`src/rtl/m_clk_ctrl.sv`:
```
// m_clk_ctrl: programmable clock-enable generator.
// After a start pulse it issues a one-cycle r_tick every w_div clocks and
// toggles r_phase on each tick. It counts ticks in r_cnt and stops in DONE
// once w_limit ticks have been issued (w_limit = 0 means free-run).
// Optional feature macro: CLK_CTRL_PAUSE_EN adds the w_pause hold input.
// r_state exposes the FSM encoding (IDLE=0, RUN=1, DONE=2) for debug.
//
// Handshake: w_start and w_stop are single-cycle request pulses sampled on
// the rising edge of w_clk. There is no ready/acknowledge. A start is taken
// only in IDLE or DONE. A stop is taken only in RUN and wins over a start
// in the same cycle.
//
// Tick timing: r_tick is a register. It is high during the RUN cycle in
// which the divider counter holds div-1. The count and phase update on the
// edge that closes that cycle, and the limit check happens on that same
// edge.
module m_clk_ctrl #(
  parameter int DIVW = 8,
  parameter int CNTW = 16
) (
  input  logic            w_clk,
  input  logic            w_rst_n,
  input  logic            w_start,
  input  logic            w_stop,
  input  logic [DIVW-1:0] w_div,
  input  logic [CNTW-1:0] w_limit,
`ifdef CLK_CTRL_PAUSE_EN
  input  logic            w_pause,
`endif
  output logic            r_tick,
  output logic            r_phase,
  output logic [CNTW-1:0] r_cnt,
  output logic            r_busy,
  output logic            r_done,
  output logic [1:0]      r_state
);

  localparam logic [1:0] ST_IDLE = 2'd0;
  localparam logic [1:0] ST_RUN  = 2'd1;
  localparam logic [1:0] ST_DONE = 2'd2;

  localparam logic [DIVW-1:0] DIV_ONE = {{(DIVW-1){1'b0}}, 1'b1};
  localparam logic [CNTW-1:0] CNT_ONE = {{(CNTW-1){1'b0}}, 1'b1};

  logic [1:0]      state;
  logic [DIVW-1:0] div_cnt;
  logic [DIVW-1:0] div_l;
  logic [CNTW-1:0] limit_l;

  logic [DIVW-1:0] div_start;
  logic [DIVW-1:0] div_last;
  logic [DIVW-1:0] div_nxt;
  logic [CNTW-1:0] cnt_nxt;
  logic            limit_hit;
  logic            pause_act;

`ifdef CLK_CTRL_PAUSE_EN
  assign pause_act = w_pause;
`else
  assign pause_act = 1'b0;
`endif

  assign r_busy  = (state == ST_RUN);
  assign r_done  = (state == ST_DONE);
  assign r_state = state;

  // Next divider value, normalised start ratio, and the limit test for the
  // tick that is being issued in the current cycle.
  always_comb begin
    div_start = (w_div == '0) ? DIV_ONE : w_div;
    div_last  = div_l - DIV_ONE;
    div_nxt   = (div_cnt == div_last) ? '0 : (div_cnt + DIV_ONE);
    cnt_nxt   = r_cnt + CNT_ONE;
    limit_hit = r_tick && (limit_l != '0) && (cnt_nxt == limit_l);
  end

  // Control FSM together with the divider, tick, count and phase registers.
  always_ff @(posedge w_clk or negedge w_rst_n) begin
    if (!w_rst_n) begin
      state   <= ST_IDLE;
      div_cnt <= '0;
      div_l   <= DIV_ONE;
      limit_l <= '0;
      r_tick  <= 1'b0;
      r_phase <= 1'b0;
      r_cnt   <= '0;
    end else begin
      case (state)
        ST_IDLE, ST_DONE: begin
          if (w_start && !w_stop) begin
            state   <= ST_RUN;
            div_l   <= div_start;
            limit_l <= w_limit;
            div_cnt <= '0;
            r_cnt   <= '0;
            r_phase <= 1'b0;
            // A ratio of 1 ticks in the very first RUN cycle.
            r_tick  <= (div_start == DIV_ONE);
          end
        end
        ST_RUN: begin
          if (w_stop) begin
            state  <= ST_IDLE;
            r_tick <= 1'b0;
          end else begin
            if (r_tick) begin
              r_cnt   <= cnt_nxt;
              r_phase <= ~r_phase;
            end
            if (limit_hit) begin
              state  <= ST_DONE;
              r_tick <= 1'b0;
            end else if (pause_act) begin
              // Hold the divider where it is so release resumes seamlessly.
              r_tick <= 1'b0;
            end else begin
              div_cnt <= div_nxt;
              r_tick  <= (div_nxt == div_last);
            end
          end
        end
        default: begin
          state  <= ST_IDLE;
          r_tick <= 1'b0;
        end
      endcase
    end
  end

endmodule

```
`config.mk`:
```
export PLATFORM = sky130hd
export DESIGN_NAME = m_clk_ctrl
export DESIGN_NICKNAME = d
export VERILOG_FILES = /design/src/rtl/m_clk_ctrl.sv
export SDC_FILE = /design/constraint.sdc
export NUM_CORES = 1
export LEC_CHECK = 0
export CELL_PAD_IN_SITES_DETAIL_PLACEMENT = 2
export CELL_PAD_IN_SITES_GLOBAL_PLACEMENT = 2
export CORE_ASPECT_RATIO = 0.75
export CORE_MARGIN = 10
export CORE_UTILIZATION = 34
export CTS_BUF_LIST = sky130_fd_sc_hd__clkbuf_16
export CTS_CLUSTER_SIZE = 30
export DETAILED_ROUTE_END_ITERATION = 10
export PLACE_DENSITY_LB_ADDON = 0.2
export SYNTH_ARGS = -nofsm -noshare
export SYNTH_HDL_FRONTEND = slang
export SYNTH_SLANG_ARGS = --single-unit
export TNS_END_PERCENT = 50
```
`constraint.sdc`:
```
create_clock -name w_clk -period 3.7 [get_ports w_clk]
set_input_delay 0.37 -clock w_clk [delete_from_list [all_inputs] [get_ports w_clk]]
set_output_delay 0.37 -clock w_clk [all_outputs]
set_load 0.02 [all_outputs]
```
Yosys cells after proc, flatten, opt, wreduce, memory -nomap -nowiden
Index checks and enable logic that the tools add are counted.
{ "word_totals": {"ff_bits": 52, "elab_cells": 57, "in_bits": 28} }
{ "op_classes": {"n_addsub": 3, "n_reduce_logical": 13, "n_mux": 22, "bitwise_logic": 1, "eq_ne": 11} }
{ "op_table": {"columns": ["cell", "count"], "rows": [
  ["two-way mux 16 bit", 3],
  ["two-way mux 8 bit", 5],
  ["one-hot mux 16 bit (2 select lines)", 1],
  ["adder 16 x 1 -> 16 bit, second input constant", 1],
  ["equality test 16 bit", 1],
  ["equality test 8 bit", 2],
  ["one-hot mux 8 bit (2 select lines)", 1],
  ["nonzero test 16 bit", 1],
  ["adder 8 x 1 -> 8 bit, second input constant", 1],
  ["equality test 8 x 1 -> 1 bit, second input constant", 1],
  ["logical NOT 8 bit", 1],
  ["!= test 2 bit, second input constant", 4],
  ["AND reduction 4 bit", 2],
  ["subtractor 8 x 1 -> 8 bit, second input constant", 1],
  ["two-way mux 1 bit", 6],
  ["two-way mux 2 bit", 3],
  ["one-hot mux 1 bit (2 select lines)", 2],
  ["one-hot mux 2 bit (2 select lines)", 1],
  ["AND reduction 2 bit", 2],
  ["logical AND 1 bit", 3],
  ["!= test 3 x 2 -> 1 bit, second input constant", 1],
  ["equality test 2 x 1 -> 1 bit, second input constant", 1],
  ["equality test 2 bit, second input constant", 1],
  ["logical NOT 2 bit", 1],
  ["other kinds (4)", 4]
]} }

Logic depth before layout (Yosys ltp)
Gate-level depths: netlist of the first run.
{ "depth": {"ltp_word": 7, "depth_mapped": 10} }

Worst setup path before layout of the first run
No wires, ideal clock.
{ "synth_path": {"path_type": "register -> register", "startpoint": "register r_cnt[0]", "endpoint": "register div_cnt[3]", "setup_slack_ns": 1.044, "setup_time_ns": 0.128, "t_required_ns": 3.572, "path_stages_with_launch": 11, "arrival_time_ns": 2.528, "period_less_slack_ns": 2.656, "path_cell_list": "dfrtp_1 -> ha_1 -> and4_1 -> buf_2 -> nand3_1 -> nor4_1 -> nor2_1 -> or4_4 -> or4b_1 -> buf_6 -> o22ai_2"} }
{ "synth_between": {"elab_chain_len": 5} }
{ "synth_rtl": {"columns": ["element", "line", "source"], "rows": [
  ["start, declared", "32", "output logic [CNTW-1:0] r_cnt,"],
  ["start signal, assigned", "107", "r_cnt <= cnt_nxt;"],
  ["adder 16 x 1 -> 16 bit", "73", "cnt_nxt = r_cnt + CNT_ONE;"],
  ["equality test 16 bit", "74", "limit_hit = r_tick && (limit_l != '0) && (cnt_nxt == limit_l);"],
  ["logical AND 1 bit", "74", null],
  ["!= test 2 bit (no line)", null, null],
  ["AND reduction 4 bit (no line)", null, null],
  ["end signal, assigned", "117", "div_cnt <= div_nxt;"],
  ["end, declared", "46", "logic [DIVW-1:0] div_cnt;"]
]} }
No other way between the ends.
A chain may end at the register's enable or synchronous reset.

Worst setup path in the final report of the first run
Same ends and word-level chain as after synthesis.

==> results of run 1 <==
-- area by class of cell --
class / count / area (sq um)
clock inverter: 3 / 21.3
inverter: 11 / 41.3
tap: 136 / 170
timing repair buffer: 53 / 515
clock buffer: 5 / 125
fill: 1113 / 6000
multi-input combinational: 293 / 2120
sequential: 52 / 1300
-- metal layers --
layer	global-route usage [%]	routed length [um]
met4	3.68	131
met3	3.30	444
met5	0	0
met2	25.0	5200
met1	23.1	6190
-- power groups by stage --
stage	Clock, W	Combinational, W	Sequential (W)
3_5_place_dp	0	0.000475	0.000753
5_1_grt	0.000520	0.000532	0.000756
4_1_cts	0.000501	0.000481	0.000742
2_1_floorplan	0	0.000348	0.000704
3_3_place_gp	0	0.000452	0.000744
6_report	0.000487	0.000476	0.000742
-- stage by stage --
step	power, W	setup WS [ns]	utilization (%)	area [sq um]
after floorplan	0.00105	1.04	-	3580
after global placement	0.00120	0.764	40.3	4150
after detailed placement	0.00123	0.561	40.3	4150
after CTS	0.00172	0.546	41.7	4290
after global routing	0.00181	0.311	41.7	4290
final	0.00171	0.548	41.7	4290
-- registers in the layout, summed over array words and instances (netlist names) --
name and cells:
r_phase 1, r_tick 1, div_l 8, div_cnt 8
r_state 2, r_cnt 16, limit_l 16
-- final timing paths --
check                           slack (ns)          to  depth (start not counted)     start
max in group asynchronous             2.82    div_l[0]                          2   w_rst_n
min in group w_clk                    0.51     r_phase                          1   r_phase
worst max register to register        0.55  div_cnt[3]                          8  r_cnt[0]
worst min register to register        0.51     r_phase                          1   r_phase
worst min-delay path                  0.02    r_cnt[7]                          1   w_rst_n
worst max-delay path                  0.55  div_cnt[3]                          8  r_cnt[0]
-- cell usage in the layout, fill, tap and decap left out, drive strengths merged, types with 3 or more instances in the layout --
cell type / Yosys / final
dfrtp: 51 / 51
clkdlybuf4s50: 0 / 48
o21ai: 39 / 39
xnor2: 31 / 31
nand2: 27 / 27
mux2: 21 / 21
nor2: 20 / 20
a21oi: 15 / 15
o31ai: 13 / 13
nor4: 13 / 13
inv: 11 / 12
nand3: 12 / 12
nor3: 9 / 9
nand2b: 8 / 8
and3: 7 / 7
nand4: 7 / 7
or3: 6 / 6
a31oi: 5 / 5
xor2: 5 / 5
clkbuf: 12 / 5
mux2i: 5 / 5
nor2b: 5 / 5
buf: 10 / 5
or4: 4 / 4
o22ai: 4 / 4
o211ai: 3 / 3
ha: 3 / 3
o41ai: 3 / 3
nor3b: 3 / 3
-- cell families (layout without fill, tap and decap cells) --
group	count (synthesis)	after routing	synth area share, %
and+or+nand+nor	131	131	21.7
AOI/OAI and AO/OA	94	94	17.6
buffers and inverters	33	72	4.41
muxes	26	26	8.12
adders and majority gates	3	3	1.05
DFF	52	52	36.4
xor gates and xnor gates	39	39	10.7
-- worst reg2reg max path, stage by stage, from the launching register on --
cell and delay (ns):
dfrtp_1 0.49, ha_1 0.32, and4_1 0.43, nand3_1 0.20
o31ai_1 0.42, nor2_1 0.10, or4_4 0.54, or4b_1 0.39
o22ai_2 0.14
==> flow_summary.ini, run 1 <==
[status]
outcome = finished clean

[worst_setup_path]
critPathArrivalTime_ns = 3.33
path_cells = ha_1, and4_1, nand3_1, o31ai_1, nor2_1, or4_4, or4b_1, o22ai_2
crit_required_ns = 3.88
slowest_delay_ns = 0.54
setup.worst_path.end_class = flip-flop
critPathMaxFanout = 7
path_delay_family = simple AND/OR/NAND/NOR gates
critical_path.slowest_cell = or4_4
critPathBufInv = 0
worst-setup-path-type = flip-flop to flip-flop
worstSetupStartpointType = flip-flop

[route]
drt_first_pass_iters = 4
drc = 0
wire_per_inst_um = 21.6
viasPerCell = 5.67
vias = 3134
drtAntennaViolNets = 0
wirelength_um = 12000
drt_iter0_markers = 229

[power_and_ir_drop]
internal_power_w = 0.00112
ir_worst_vdd_mv = 0.180
pwr-share-comb_pct = 27.9
swShare_pct = 34.5
p_clk_share_pct = 28.6
cellLeakagePower_nw = 1.62
seq_power_share_pct = 43.5
p_sw_w = 0.000589
p_per_area_nw_per_um2 = 397

[cts]
cts_sinks = 52
cts_resized = 0
cts_tree = built
cts-root-buf = clkbuf_16
clk_pin_slew_ns = 0.08
ctsLongestPathBuffers = 2
postCtsSetupBuffers = 0
h-tree-depth = 2
insertion_delay_ns = 0.31
postCtsHoldBufs = 0
cts_buffers = 5

[placement]
hpwlAfterDp_um = 9360
portBuffers = 49
dpl.cell_count = 545
gp_congestion = 0.818

[logic_synthesis]
synth.area.top_cells = dfrtp_1 (36%), xnor2_1 (7.6%), mux2_2 (6.6%), o21ai_0 (4.3%), nand2_1 (2.7%)
synthDistinctLibCells = 66
synthTopCellsByCount = dfrtp_1 (51), o21ai_0 (31), xnor2_1 (31), nand2_1 (26), mux2_2 (21)
async_flop_share_pct = 100
ys_ff_latch = 52
dominantRegCellSynth = dfrtp_1
netlist_instances = 378
ys_seq_area_share_pct = 36.4
synth_most_common_cell = dfrtp_1
yosysTopAreaCellShare_pct = 35.7
yosys_warnings = 0
postSynthAreaPerCell_sq_um = 9.46
synth_fp_nets = 409
yosysTopAreaCell = dfrtp_1
synth_edf_count = 0
syn_area_sq_um = 3580

[timing]
whs_ns = 0.0173
setup_viol = 0
rsz0062_at_grt = false
fmax_mhz = 317
tightest_slew_ns = 0.831
fin_skew_ns = 0.00852
period_share_pct = 85.2
tns_ns = 0
fin_crit_ns = 3.15
relSlewSlack_pct = 44.1
report.final.hold_viol_count = 0
final_max_slew_viol_count = 0

[grt]
antenna_found_initial = 0
grt_max_degree = 34
grt_pass1_wl_um = 19900
track_usage_pct = 16.3
grt_pass1_vias = 3532
grt-ovfl-total = 0

[die]
rows = 32
start_util_pct = 34.8
die_h_um = 109
io_pins = 50
coreArea_sq_um = 10300
dieArea_sq_um = 15100
die_width_um = 138

[cells_and_area]
areaGrowthSynthToFinish_pct = 20.1
diodes = 0
nNetsFinal = 447
stdcell_count = 553
drive_gt1_share_pct = 13.9

[worst_hold_path]
hold_path.class = input port to async pin

[job]
maxCapViolCount = 0
Note: power is estimated with default switching activity, not from simulation.
==> run 2, diff against run 1 <==
--- a/config.mk
+++ b/config.mk
@@ -13,6 +13,7 @@
 export CTS_BUF_LIST = sky130_fd_sc_hd__clkbuf_16
 export CTS_CLUSTER_SIZE = 30
 export DETAILED_ROUTE_END_ITERATION = 10
+export GPL_ROUTABILITY_DRIVEN = 0
 export PLACE_DENSITY_LB_ADDON = 0.2
 export SYNTH_ARGS = -nofsm -noshare
 export SYNTH_HDL_FRONTEND = slang
==> constraint.sdc (replaced) <==
create_clock -name w_clk -period 3.4 [get_ports w_clk]
set_input_delay 0.34 -clock w_clk [delete_from_list [all_inputs] [get_ports w_clk]]
set_output_delay 0.34 -clock w_clk [all_outputs]
set_load 0.02 [all_outputs]
==> flow_summary.ini, run 2 (synthesis results as in run 1) <==
[cells_and_area]
layout_common_cells = dfrtp_1 (51), clkdlybuf4s50_1 (48), xnor2_1 (31), o21ai_0 (31), nand2_1 (26)
nNetsFinal = 449
seqCellArea_sq_um = 1300
drive_gt1_share_pct = 14.3
final_common_cell = dfrtp_1
areaGrowthSynthToFinish_pct = 20.5
fill_cells = 1117
final_area_sq_um = 4310
multiInputGateArea_sq_um = 2120
diodes = 0
reg_top3 = limit_l x16, r_cnt x16

[cts]
cts-root-buf = clkbuf_16
insertion_delay_ns = 0.30
ctsLongestPathBuffers = 2
postCtsHoldBufs = 0
cts_tree = built
postCtsSetupBuffers = 0
h-tree-depth = 2
cts_buffers = 5
cts_resized = 0
cts_sinks = 52
clk_pin_slew_ns = 0.08

[route]
wl_met1_um = 6090
wirelength_um = 11600
drtAntennaViolNets = 0
viasPerCell = 5.62
drc = 0
wl_met2_um = 4920
dr_wl_met3_um = 546
highest_layer = met4
drt_first_pass_iters = 4
vias = 3120
drt_iter0_markers = 204
wire_per_inst_um = 20.9

[worst_hold_path]
hold_path.class = input port to async pin

[timing]
fin_crit_ns = 3.15
rsz0062_at_grt = false
fin_skew_ns = 0.00603
setup_viol = 0
period_share_pct = 92.7
fmax_mhz = 317
tns_ns = 0
relSlewSlack_pct = 50.4
final_max_slew_viol_count = 0
report.final.hold_viol_count = 0
timing.final.ws_setup_ns = 0.247
tightest_slew_ns = 0.737

[placement]
hpwlAfterDp_um = 8970
post_dp_cell_area_sq_um = 4160
portBuffers = 49
dp_worst_setup_slack_ns = 0.268

[die]
die_width_um = 138
die_h_um = 109
rows = 32
start_util_pct = 34.8
io_pins = 50
coreArea_sq_um = 10300
dieArea_sq_um = 15100

[job]
maxCapViolCount = 0

[grt]
antenna_found_initial = 0
track_usage_pct = 15.8
grt_pass1_wl_um = 19400
grt-ovfl-total = 0
grt_pass1_vias = 3410
grt_max_degree = 29

[worst_setup_path]
setup.worst_path.end_class = flip-flop
critPathLaunch = r_cnt[0]
crit_required_ns = 3.62
worst-setup-path-type = flip-flop to flip-flop
critPathArrivalTime_ns = 3.37
worstSetupStartpointType = flip-flop
critPathMaxFanout = 10
r2r-start = r_cnt[0]

[power_and_ir_drop]
finalPower_w = 0.00186
ir_worst_vdd_mv = 0.229
p_per_area_nw_per_um2 = 431
cellLeakagePower_nw = 1.63

[status]
outcome = finished clean
[run 2: cell count changes in the layout (fill, tap and decap cells not counted), sizes merged]
cell	before	now
buf	5	7
[run 2: final cells by class]
type                            instances  share of cell area (%)
Clock buffer                            5                    2.90
Clock inverter                          3                   0.494
Inverter                               11                   0.958
Multi-Input combinational cell        293                    49.2
Sequential cell                        52                    30.2
Tap cell                              136                    3.95
Timing Repair Buffer                   55                    12.3
[run 2: path summary, 6_finish.rpt]
check                           slack [ns]  cells past startpoint    endpoint
worst max register to register        0.25                      8  div_cnt[7]
max in group asynchronous             2.47                      2    div_l[0]
worst min register to register        0.55                      1     r_phase
worst max-delay path                  0.25                      8  div_cnt[7]
min in group w_clk                    0.55                      1     r_phase
worst min-delay path                  0.09                      1    r_cnt[1]
[run 2: stage by stage]
stage          hold WS, ns  std cells  util, %
2_1_floorplan       0.0444        378        -
3_3_place_gp         0.423        547     40.5
3_5_place_dp         0.433        547     40.5
4_1_cts              0.102        555     41.9
5_1_grt              0.129        555     41.9
6_report            0.0889        555     41.9
[run 2: where the power goes]
part	leakage [nW]	internal (W)	switching [W]	total (W)
clock	0.0702	0.000275	0.000259	0.000534
sequential	0.668	0.000688	0.000118	0.000807
combinational	0.893	0.000253	0.000263	0.000516
total	1.63	0.00122	0.000640	0.00186
[run 2: critical path, stage by stage (launching register included)]
cell and delay (ns):
dfrtp_1 0.48, ha_1 0.32, and4_1 0.43, nand3_1 0.19
nor4_1 0.42, o2111ai_1 0.21, o41ai_4 0.66, o21ai_0 0.24
o31ai_2 0.09
[run 2: per-layer routing]
layer | vias to the layer above | track usage, %
met2 | 50 | 23.9
met1 | 1595 | 22.7
met4 | 0 | 2.78
met5 | - | 0
li1 | 1468 | -
met3 | 7 | 3.52
